File: src/rtl/muldiv_hilo_unit_pkg.sv
// Shared definitions for the multiply/divide unit: op encoding and FSM states.
package muldiv_hilo_unit_pkg;

    // op[1] selects divide, op[0] selects unsigned.
    localparam logic [1:0] OP_MULT  = 2'd0;
    localparam logic [1:0] OP_MULTU = 2'd1;
    localparam logic [1:0] OP_DIV   = 2'd2;
    localparam logic [1:0] OP_DIVU  = 2'd3;

    typedef enum logic [2:0] {
        IDLE,
        MUL,
        DIV,
        FIX,
        ZERO
    } state_t;

    // Signed ops are the even encodings.
    function automatic logic is_signed_op(input logic [1:0] op);
        return ~op[0];
    endfunction

endpackage

File: src/rtl/muldiv_hilo_unit_div_iter_core.sv
// Restoring shift-subtract divider on unsigned magnitudes, one quotient bit
// per step. The dividend is shifted out of the quotient register as quotient
// bits are shifted in.
module muldiv_hilo_unit_div_iter_core #(
    parameter int WIDTH = 32
) (
    input  logic             clk,
    input  logic             rst,
    input  logic             load,
    input  logic             step,
    input  logic [WIDTH-1:0] dividend,
    input  logic [WIDTH-1:0] divisor,
    output logic [WIDTH-1:0] quotient,
    output logic [WIDTH-1:0] remainder,
    output logic             last
);

    localparam int CNT_W = $clog2(WIDTH + 1);

    logic [CNT_W-1:0] cnt;
    logic [WIDTH-1:0] quo;
    logic [WIDTH-1:0] rem;
    logic [WIDTH:0]   trial;
    logic [WIDTH+1:0] diff;
    logic             unused_diff_bit;

    // Trial subtraction of the divisor from the shifted partial remainder.
    always_comb begin
        trial = {rem, quo[WIDTH-1]};
        diff  = {1'b0, trial} - {2'b00, divisor};
    end

    // diff[WIDTH] is always 0 when the subtraction succeeds (remainder < divisor).
    assign unused_diff_bit = diff[WIDTH];

    // Iteration registers: load seeds the operands, each step retires one bit.
    always_ff @(posedge clk) begin
        // NOTE: state registers use non-blocking assignments so every flop samples pre-edge values.
        if (rst) begin
            cnt <= '0;
            quo <= '0;
            rem <= '0;
        end else if (load) begin
            quo <= dividend;
            rem <= '0;
            cnt <= CNT_W'(WIDTH);
        end else if (step) begin
            rem <= diff[WIDTH+1] ? trial[WIDTH-1:0] : diff[WIDTH-1:0];
            quo <= {quo[WIDTH-2:0], ~diff[WIDTH+1]};
            cnt <= cnt - 1'b1;
        end
    end

    assign quotient  = quo;
    assign remainder = rem;
    assign last      = (cnt == CNT_W'(1));

endmodule

File: src/rtl/muldiv_hilo_unit.sv
// Multi-cycle multiply/divide unit with HI/LO result registers.
// Signed operands are captured as magnitude + sign; results are sign-fixed on
// write-back. The product is formed from the held magnitudes and written after
// MUL_LAT busy cycles, leaving synthesis free to retime the multiplier.
module muldiv_hilo_unit
    import muldiv_hilo_unit_pkg::*;
#(
    parameter int WIDTH   = 32,
    parameter int MUL_LAT = 3
) (
    input  logic             clk,
    input  logic             rst,
    input  logic             start,
    input  logic [1:0]       op,
    input  logic [WIDTH-1:0] a,
    input  logic [WIDTH-1:0] b,
    input  logic             flush,
    output logic             busy,
    output logic             done,
    output logic             div_zero,
    output logic [WIDTH-1:0] hi,
    output logic [WIDTH-1:0] lo
);

    localparam int MCNT_W = (MUL_LAT > 1) ? $clog2(MUL_LAT) : 1;

    state_t              state;
    state_t              state_nxt;
    logic                accept;
    logic [MCNT_W-1:0]   mul_cnt;

    logic                neg_a_d;
    logic                neg_b_d;
    logic [WIDTH-1:0]    mag_a_d;
    logic [WIDTH-1:0]    mag_b_d;

    logic                neg_a;
    logic                neg_q;
    logic [WIDTH-1:0]    mag_a;
    logic [WIDTH-1:0]    mag_b;

    logic                div_load;
    logic                div_step;
    logic                wr_mul;
    logic                wr_fix;
    logic                wr_zero;

    logic [WIDTH-1:0]    quo;
    logic [WIDTH-1:0]    rem;
    logic                div_last;

    logic [2*WIDTH-1:0]  prod_mag;
    logic [2*WIDTH-1:0]  prod;
    logic [WIDTH-1:0]    quo_fixed;
    logic [WIDTH-1:0]    rem_fixed;
    logic [WIDTH-1:0]    a_orig;

    assign accept = (state == IDLE) && start && !flush;
    assign busy   = (state != IDLE);

    // Magnitude/sign split of the incoming operands; the most-negative value
    // maps to 2^(WIDTH-1), which still fits unsigned in WIDTH bits.
    always_comb begin
        neg_a_d = is_signed_op(op) & a[WIDTH-1];
        neg_b_d = is_signed_op(op) & b[WIDTH-1];
        mag_a_d = neg_a_d ? -a : a;
        mag_b_d = neg_b_d ? -b : b;
    end

    muldiv_hilo_unit_div_iter_core #(
        .WIDTH(WIDTH)
    ) u_div (
        .clk       (clk),
        .rst       (rst),
        .load      (div_load),
        .step      (div_step),
        .dividend  (mag_a_d),
        .divisor   (mag_b),
        .quotient  (quo),
        .remainder (rem),
        .last      (div_last)
    );

    // Signed results: product and quotient take sign(a)^sign(b), remainder takes sign(a).
    always_comb begin
        prod_mag  = {{WIDTH{1'b0}}, mag_a} * {{WIDTH{1'b0}}, mag_b};
        prod      = neg_q ? -prod_mag : prod_mag;
        quo_fixed = neg_q ? -quo : quo;
        rem_fixed = neg_a ? -rem : rem;
        a_orig    = neg_a ? -mag_a : mag_a;
    end

    // FSM state register.
    always_ff @(posedge clk) begin
        if (rst) state <= IDLE;
        else     state <= state_nxt;
    end

    // FSM next-state logic; flush forces IDLE from any state.
    always_comb begin
        // NOTE: default assignment first so no path leaves the variable unassigned (no latch).
        state_nxt = state;
        case (state)
            IDLE: begin
                if (accept) begin
                    if (!op[1])         state_nxt = MUL;
                    else if (b == '0)   state_nxt = ZERO;
                    else                state_nxt = DIV;
                end
            end
            MUL:     if (mul_cnt == '0) state_nxt = IDLE;
            DIV:     if (div_last)      state_nxt = FIX;
            FIX:     state_nxt = IDLE;
            ZERO:    state_nxt = IDLE;
            default: state_nxt = IDLE;
        endcase
        if (flush) state_nxt = IDLE;
    end

    // FSM outputs: divider control and result write strobes (suppressed by flush).
    always_comb begin
        div_load = accept && op[1];
        div_step = (state == DIV);
        wr_mul   = (state == MUL) && (mul_cnt == '0) && !flush;
        wr_fix   = (state == FIX) && !flush;
        wr_zero  = (state == ZERO) && !flush;
    end

    // Operand capture on accept and multiply latency countdown.
    always_ff @(posedge clk) begin
        if (rst) begin
            mul_cnt <= '0;
            neg_a   <= 1'b0;
            neg_q   <= 1'b0;
            mag_a   <= '0;
            mag_b   <= '0;
        end else if (accept) begin
            mag_a   <= mag_a_d;
            mag_b   <= mag_b_d;
            neg_a   <= neg_a_d;
            neg_q   <= neg_a_d ^ neg_b_d;
            mul_cnt <= MCNT_W'(MUL_LAT - 1);
        end else if ((state == MUL) && (mul_cnt != '0)) begin
            mul_cnt <= mul_cnt - 1'b1;
        end
    end

    // HI/LO write-back and the one-cycle done/div_zero pulses.
    always_ff @(posedge clk) begin
        if (rst) begin
            hi       <= '0;
            lo       <= '0;
            done     <= 1'b0;
            div_zero <= 1'b0;
        end else begin
            done     <= wr_mul | wr_fix | wr_zero;
            div_zero <= wr_zero;
            if (wr_mul) begin
                hi <= prod[2*WIDTH-1:WIDTH];
                lo <= prod[WIDTH-1:0];
            end else if (wr_fix) begin
                hi <= rem_fixed;
                lo <= quo_fixed;
            end else if (wr_zero) begin
                hi <= a_orig;
                lo <= '1;
            end
        end
    end

endmodule

File: config.mk
export PLATFORM = sky130hd
export DESIGN_NAME = muldiv_hilo_unit
export DESIGN_NICKNAME = d
export VERILOG_FILES = /design/src/rtl/muldiv_hilo_unit_pkg.sv /design/src/rtl/muldiv_hilo_unit_div_iter_core.sv /design/src/rtl/muldiv_hilo_unit.sv
export SDC_FILE = /design/constraint.sdc
export NUM_CORES = 2
export LEC_CHECK = 0
export CELL_PAD_IN_SITES_DETAIL_PLACEMENT = 2
export CELL_PAD_IN_SITES_GLOBAL_PLACEMENT = 2
export CORE_MARGIN = 1.5
export CORE_UTILIZATION = 37
export CTS_BUF_LIST = sky130_fd_sc_hd__clkbuf_4 sky130_fd_sc_hd__clkbuf_8
export CTS_CLUSTER_SIZE = 14
export DETAILED_ROUTE_END_ITERATION = 8
export PLACE_DENSITY_LB_ADDON = 0.1
export SETUP_SLACK_MARGIN = 0.05
export SLEW_MARGIN = 10
export SYNTH_ARGS = -nofsm -noshare
export SYNTH_HDL_FRONTEND = slang
export SYNTH_SLANG_ARGS = --single-unit
File: constraint.sdc
create_clock -name clk -period 8.65 [get_ports clk]
set_clock_uncertainty 0.15 [all_clocks]
set_input_delay 1.73 -clock clk [delete_from_list [all_inputs] [get_ports clk]]
set_output_delay 1.73 -clock clk [all_outputs]
set_load 0.02 [all_outputs]
==> metrics list <==
* Cell area after layout: 61100 sq um
* EDFF count, synth: 0
- TritonCTS built the clock tree.
- Slack of the worst reg-to-reg path: -0.64 ns
- Slowest cell delay on critical path: 0.61 ns
- Starting utilization of the core area: 0.373
- During synthesis, Yosys emitted a total of 0 warnings.
- For this run, design rule violations remaining after detail routing come to 0.
* Cell types occupying the most area after synthesis: sky130_fd_sc_hd__fa_1 37%, sky130_fd_sc_hd__dfxtp_1 8.4%, sky130_fd_sc_hd__ha_1 7.7%, sky130_fd_sc_hd__and2_1 7.3%, sky130_fd_sc_hd__inv_1 7.1%
- FF+latch count, synth: 207
- The cell area that synthesis handed to floorplanning was 49100 sq um.
* CTS Root Buffer Type: sky130_fd_sc_hd__clkbuf_8
- The number of antenna violations at the first check in global routing came to 19.
- Chip Height: 367 um
- Critical Path End Type: flip-flop
- Startpoint types: flip-flop
- Hold_ws: 0.357 ns
* Cts bufs inserted: 43
- Mean instance size in the synthesized netlist: 8.31 sq um
- Number of clock sinks: 207
- Area of placed instances: 57200 sq um
* Number of top-level pins: 137
* Portion of synthesized cell area occupied by the leading cell type: 0.366
- VDD sags by at most 0.109 mV.
- In the synthesized netlist the dominant register cell turns out to be sky130_fd_sc_hd__dfxtp_1.
* Proportion of power drawn by flip-flops and latches: 0.116
- The number of global-route vias before repair was 52400.
- The worst register-to-register path ends at hi[15]$_SDFFE_PP0P_.
- The worst pin sits at a relative slew slack of 0.130.
* Drt first pass iters: 6
* Hold endpoint: lo[2]$_SDFFE_PP0P_
- Largest fanout on the critical path: 5
* Actual transition at the worst max-transition pin: 1.31 ns
- On the critical path, the stage with the largest delay is an instance of sky130_fd_sc_hd__fa_2.
- Part of the cycle the worst path needs: 1.07
- Row Count: 133
* Clk network pwr share: 0.131
- Die span in x: 367 um
- Seq/Total Area, Yosys: 0.0844
- Internal power comes to 4.54 mW.
- The routed design has 231000 um of wire.
- The worst hold path passes through 2 cells.
- The worst hold path begins at lo[2]$_SDFFE_PP0P_.
- Entering global routing, the biggest net connects 116 pins.
* Vias post-DR: 45900
* Global-route wire length before repair: 340000 um
- Final-report setup violation count: 34
- In the routed layout, each cell is associated on average with a via count of 5.57.
- Fraction of final layout cells sized beyond drive strength 1: 0.188
- Of the total power, the share spent switching nets is 0.505.
- The congestion estimate from routability-driven global placement came to 0.964.
- The share of total power dissipated in combinational logic is 0.753.
- Mapped Nets: 7179
* Total overflow reported by the global router: 0
- Data required time at the worst endpoint: 9.04 ns
- At the end of the flow the core is filled with cells to 0.464.
- The run finished, with violations left.
* Switching Power: 4.63 mW
- Floorplan core area: 132000 sq um
- Top cell types by occurrence after synthesis: 923 x sky130_fd_sc_hd__inv_1, 897 x sky130_fd_sc_hd__fa_1, 682 x sky130_fd_sc_hd__nand2_1, 569 x sky130_fd_sc_hd__and2_1, 369 x sky130_fd_sc_hd__nor2_1
- The floorplan step defined a die boundary enclosing 135000 sq um.
* Max frequency: 108 MHz
- Worst min-delay path class: reg2reg
- The area growth from synthesis to layout is 24.5%.
- Unrepaired setup endpoints after global routing: yes
- After detailed routing, the average wire length per cell comes to 28.1 um.
- Clock-pin slew of the registers on the worst-case setup and hold paths: 0.07 ns
- In this run the deepest clock path goes through 3 buffers.
* Port Buffer Count: 136
- Violations in the final reports: setup timing
- Worst Path Arrival: 9.68 ns
- Hold repair after CTS inserted 0 buffers.
- Share of flip-flops with an asynchronous set or reset after synthesis: 0
- For the worst flop-to-flop path, the logic depth is 30.
- The final max-slew violation count is 0.
- Static leakage: 27.9 nW
- Max-cap violation count: 0
* DRC marker count from the first detailed-route iteration: 2737
- Worst-skew pair later-pin latency: 0.70 ns
- Worst-case setup margin in the final layout: -0.635 ns
- Power density normalized to cell area: 150 nW/um^2
- Synth area leader: sky130_fd_sc_hd__fa_1
- Post-synth cell types: 94
- The startpoint identified for the worst register-to-register timing path is mag_b[7]$_SDFFE_PP0P_.
* Cell with the most instances after synthesis: sky130_fd_sc_hd__inv_1
- Cells after Synth: 5908
- Crit path kind: reg2reg
- Htree depth: 2
- Once detailed placement completed, the half-perimeter wirelength came to 185000 um.
- The count of nets left with antenna violations once routing finished came out at 0.
- Final hold violations: 0
- Subtracting the final worst setup slack from the clock period gives 9.29 ns.
* Global-route total usage across every layer: 0.335
- In the final design database the tool counted 7718 nets.
## state kept, by name, summed over array words and instances (netlist names), 2 cells and up
name	cells
u_div.cnt	6
mag_b	32
u_div.quotient	32
lo	32
u_div.remainder	32
mag_a	32
mul_cnt	2
state	3
hi	32
## critical path, delay by kind of cell, from the launching register on
kind	cells	cell delay (ns)
AO/OA/AOI/OAI	6	1.47
XOR/XNOR	1	0.12
adder cells (fa/ha/maj)	9	4.34
buffers and inverters	8	1.12
flip-flops	1	0.38
AND/OR/NAND/NOR	6	1.55
## routing by layer
layer / wire length [um] / GRT usage / vias to the layer above
met5: 25 / 0 / -
met2: 113000 / 0.572 / 1144
met1: 100000 / 0.455 / 24600
met3: 10200 / 0.0231 / 343
li1: - / - / 19900
met4: 7930 / 0.0931 / 4
## power groups by stage
| stage | Clock [mW] | Combinational (mW) | Sequential [mW] |
|---|---|---|---|
| global placement | 0 | 5.60 | 1.08 |
| CTS | 1.22 | 6.46 | 1.06 |
| floorplan | 0 | 2.73 | 1.04 |
| global route | 1.26 | 7.25 | 1.07 |
| finish | 1.20 | 6.90 | 1.06 |
| detailed placement | 0 | 5.73 | 1.08 |
## metrics by stage
step	setup TNS (ns)	instances	setup slack (ns)	power (mW)
final	-10.26	8236	-0.635	9.17
after CTS	-3.65	8209	-0.358	8.74
after floorplan	0	5908	0.0514	3.78
after global routing	-18.04	8232	-0.844	9.58
after global placement	-17.30	8074	-0.801	6.67
after detailed placement	-22.68	8074	-0.855	6.81
## placed cells by master (no fill, tap or decap), types with 17 or more instances in the layout
master and n:
sky130_fd_sc_hd__o21a_1 20, sky130_fd_sc_hd__nor4_1 35, sky130_fd_sc_hd__o21ai_1 20, sky130_fd_sc_hd__nand2b_1 26, sky130_fd_sc_hd__ha_1 282, sky130_fd_sc_hd__ha_4 21
sky130_fd_sc_hd__clkbuf_8 53, sky130_fd_sc_hd__xnor2_1 113, sky130_fd_sc_hd__a211oi_1 88, sky130_fd_sc_hd__and3_1 21, sky130_fd_sc_hd__xor2_1 85, sky130_fd_sc_hd__mux2i_1 17
sky130_fd_sc_hd__nor3_1 68, sky130_fd_sc_hd__or3_1 32, sky130_fd_sc_hd__nand3_1 50, sky130_fd_sc_hd__nor2_1 361, sky130_fd_sc_hd__o211ai_1 22, sky130_fd_sc_hd__inv_1 906
sky130_fd_sc_hd__clkdlybuf4s50_1 135, sky130_fd_sc_hd__nand4_1 42, sky130_fd_sc_hd__a221oi_1 32, sky130_fd_sc_hd__buf_6 41, sky130_fd_sc_hd__buf_12 77, sky130_fd_sc_hd__o22ai_1 17
sky130_fd_sc_hd__dfxtp_2 26, sky130_fd_sc_hd__dfxtp_1 168, sky130_fd_sc_hd__a31oi_1 21, sky130_fd_sc_hd__a21o_1 40, sky130_fd_sc_hd__and2_4 17, sky130_fd_sc_hd__a2111oi_0 17
sky130_fd_sc_hd__and2_1 552, sky130_fd_sc_hd__o21ai_0 177, sky130_fd_sc_hd__buf_4 614, sky130_fd_sc_hd__a21oi_1 191, sky130_fd_sc_hd__nand2_1 665, sky130_fd_sc_hd__o21bai_1 19
sky130_fd_sc_hd__fa_2 41, sky130_fd_sc_hd__a21oi_2 25, sky130_fd_sc_hd__o31ai_1 29, sky130_fd_sc_hd__fa_1 856
## final cells by class
class | count | area (sq um)
clock buffers | 64 | 812
fillers | 14400 | 70500
diodes | 5 | 12.5
well taps | 1755 | 2200
repair buffers | 885 | 8360
clock inverters | 10 | 98.8
inverters | 924 | 3470
flip-flops and latches | 207 | 4230
multi-input cells | 4386 | 41900
## worst max-delay path by stage
stage                      startpoint             endpoint  slack [ns]  depth (start not counted)
3_5_place_dp    mag_a[0]$_SDFFE_PP0P_  hi[21]$_SDFFE_PP0P_       -0.85                         34
5_1_grt         mag_a[8]$_SDFFE_PP0P_  hi[15]$_SDFFE_PP0P_       -0.84                         28
4_1_cts        mag_a[14]$_SDFFE_PP0P_  hi[31]$_SDFFE_PP0P_       -0.36                         31
6_report        mag_b[7]$_SDFFE_PP0P_  hi[15]$_SDFFE_PP0P_       -0.64                         30
3_3_place_gp    mag_a[0]$_SDFFE_PP0P_  hi[21]$_SDFFE_PP0P_       -0.80                         32
2_1_floorplan  mag_a[21]$_SDFFE_PP0P_  hi[28]$_SDFFE_PP0P_        0.05                         24
## what timing repair did
| item | CTS | global route |
|---|---|---|
| hold endpoints to repair | 0 | 0 |
| cloned | 5 | 4 |
| setup endpoints to repair | 44 | 42 |
| setup buffers | 57 | 19 |
| gates resized for setup | 381 | 136 |
| pin swaps | 145 | 94 |
## cells by family after synthesis
| group | after synthesis | share of synthesized area |
|---|---|---|
| simple gates | 2033 | 0.205 |
| buf+inv | 1315 | 0.101 |
| mux | 23 | 0.00574 |
| fa+ha+maj | 1201 | 0.443 |
| flops | 207 | 0.0844 |
| compound gates | 904 | 0.120 |
| xor+xnor | 225 | 0.0401 |
Note: power is estimated with default switching activity, not from simulation.
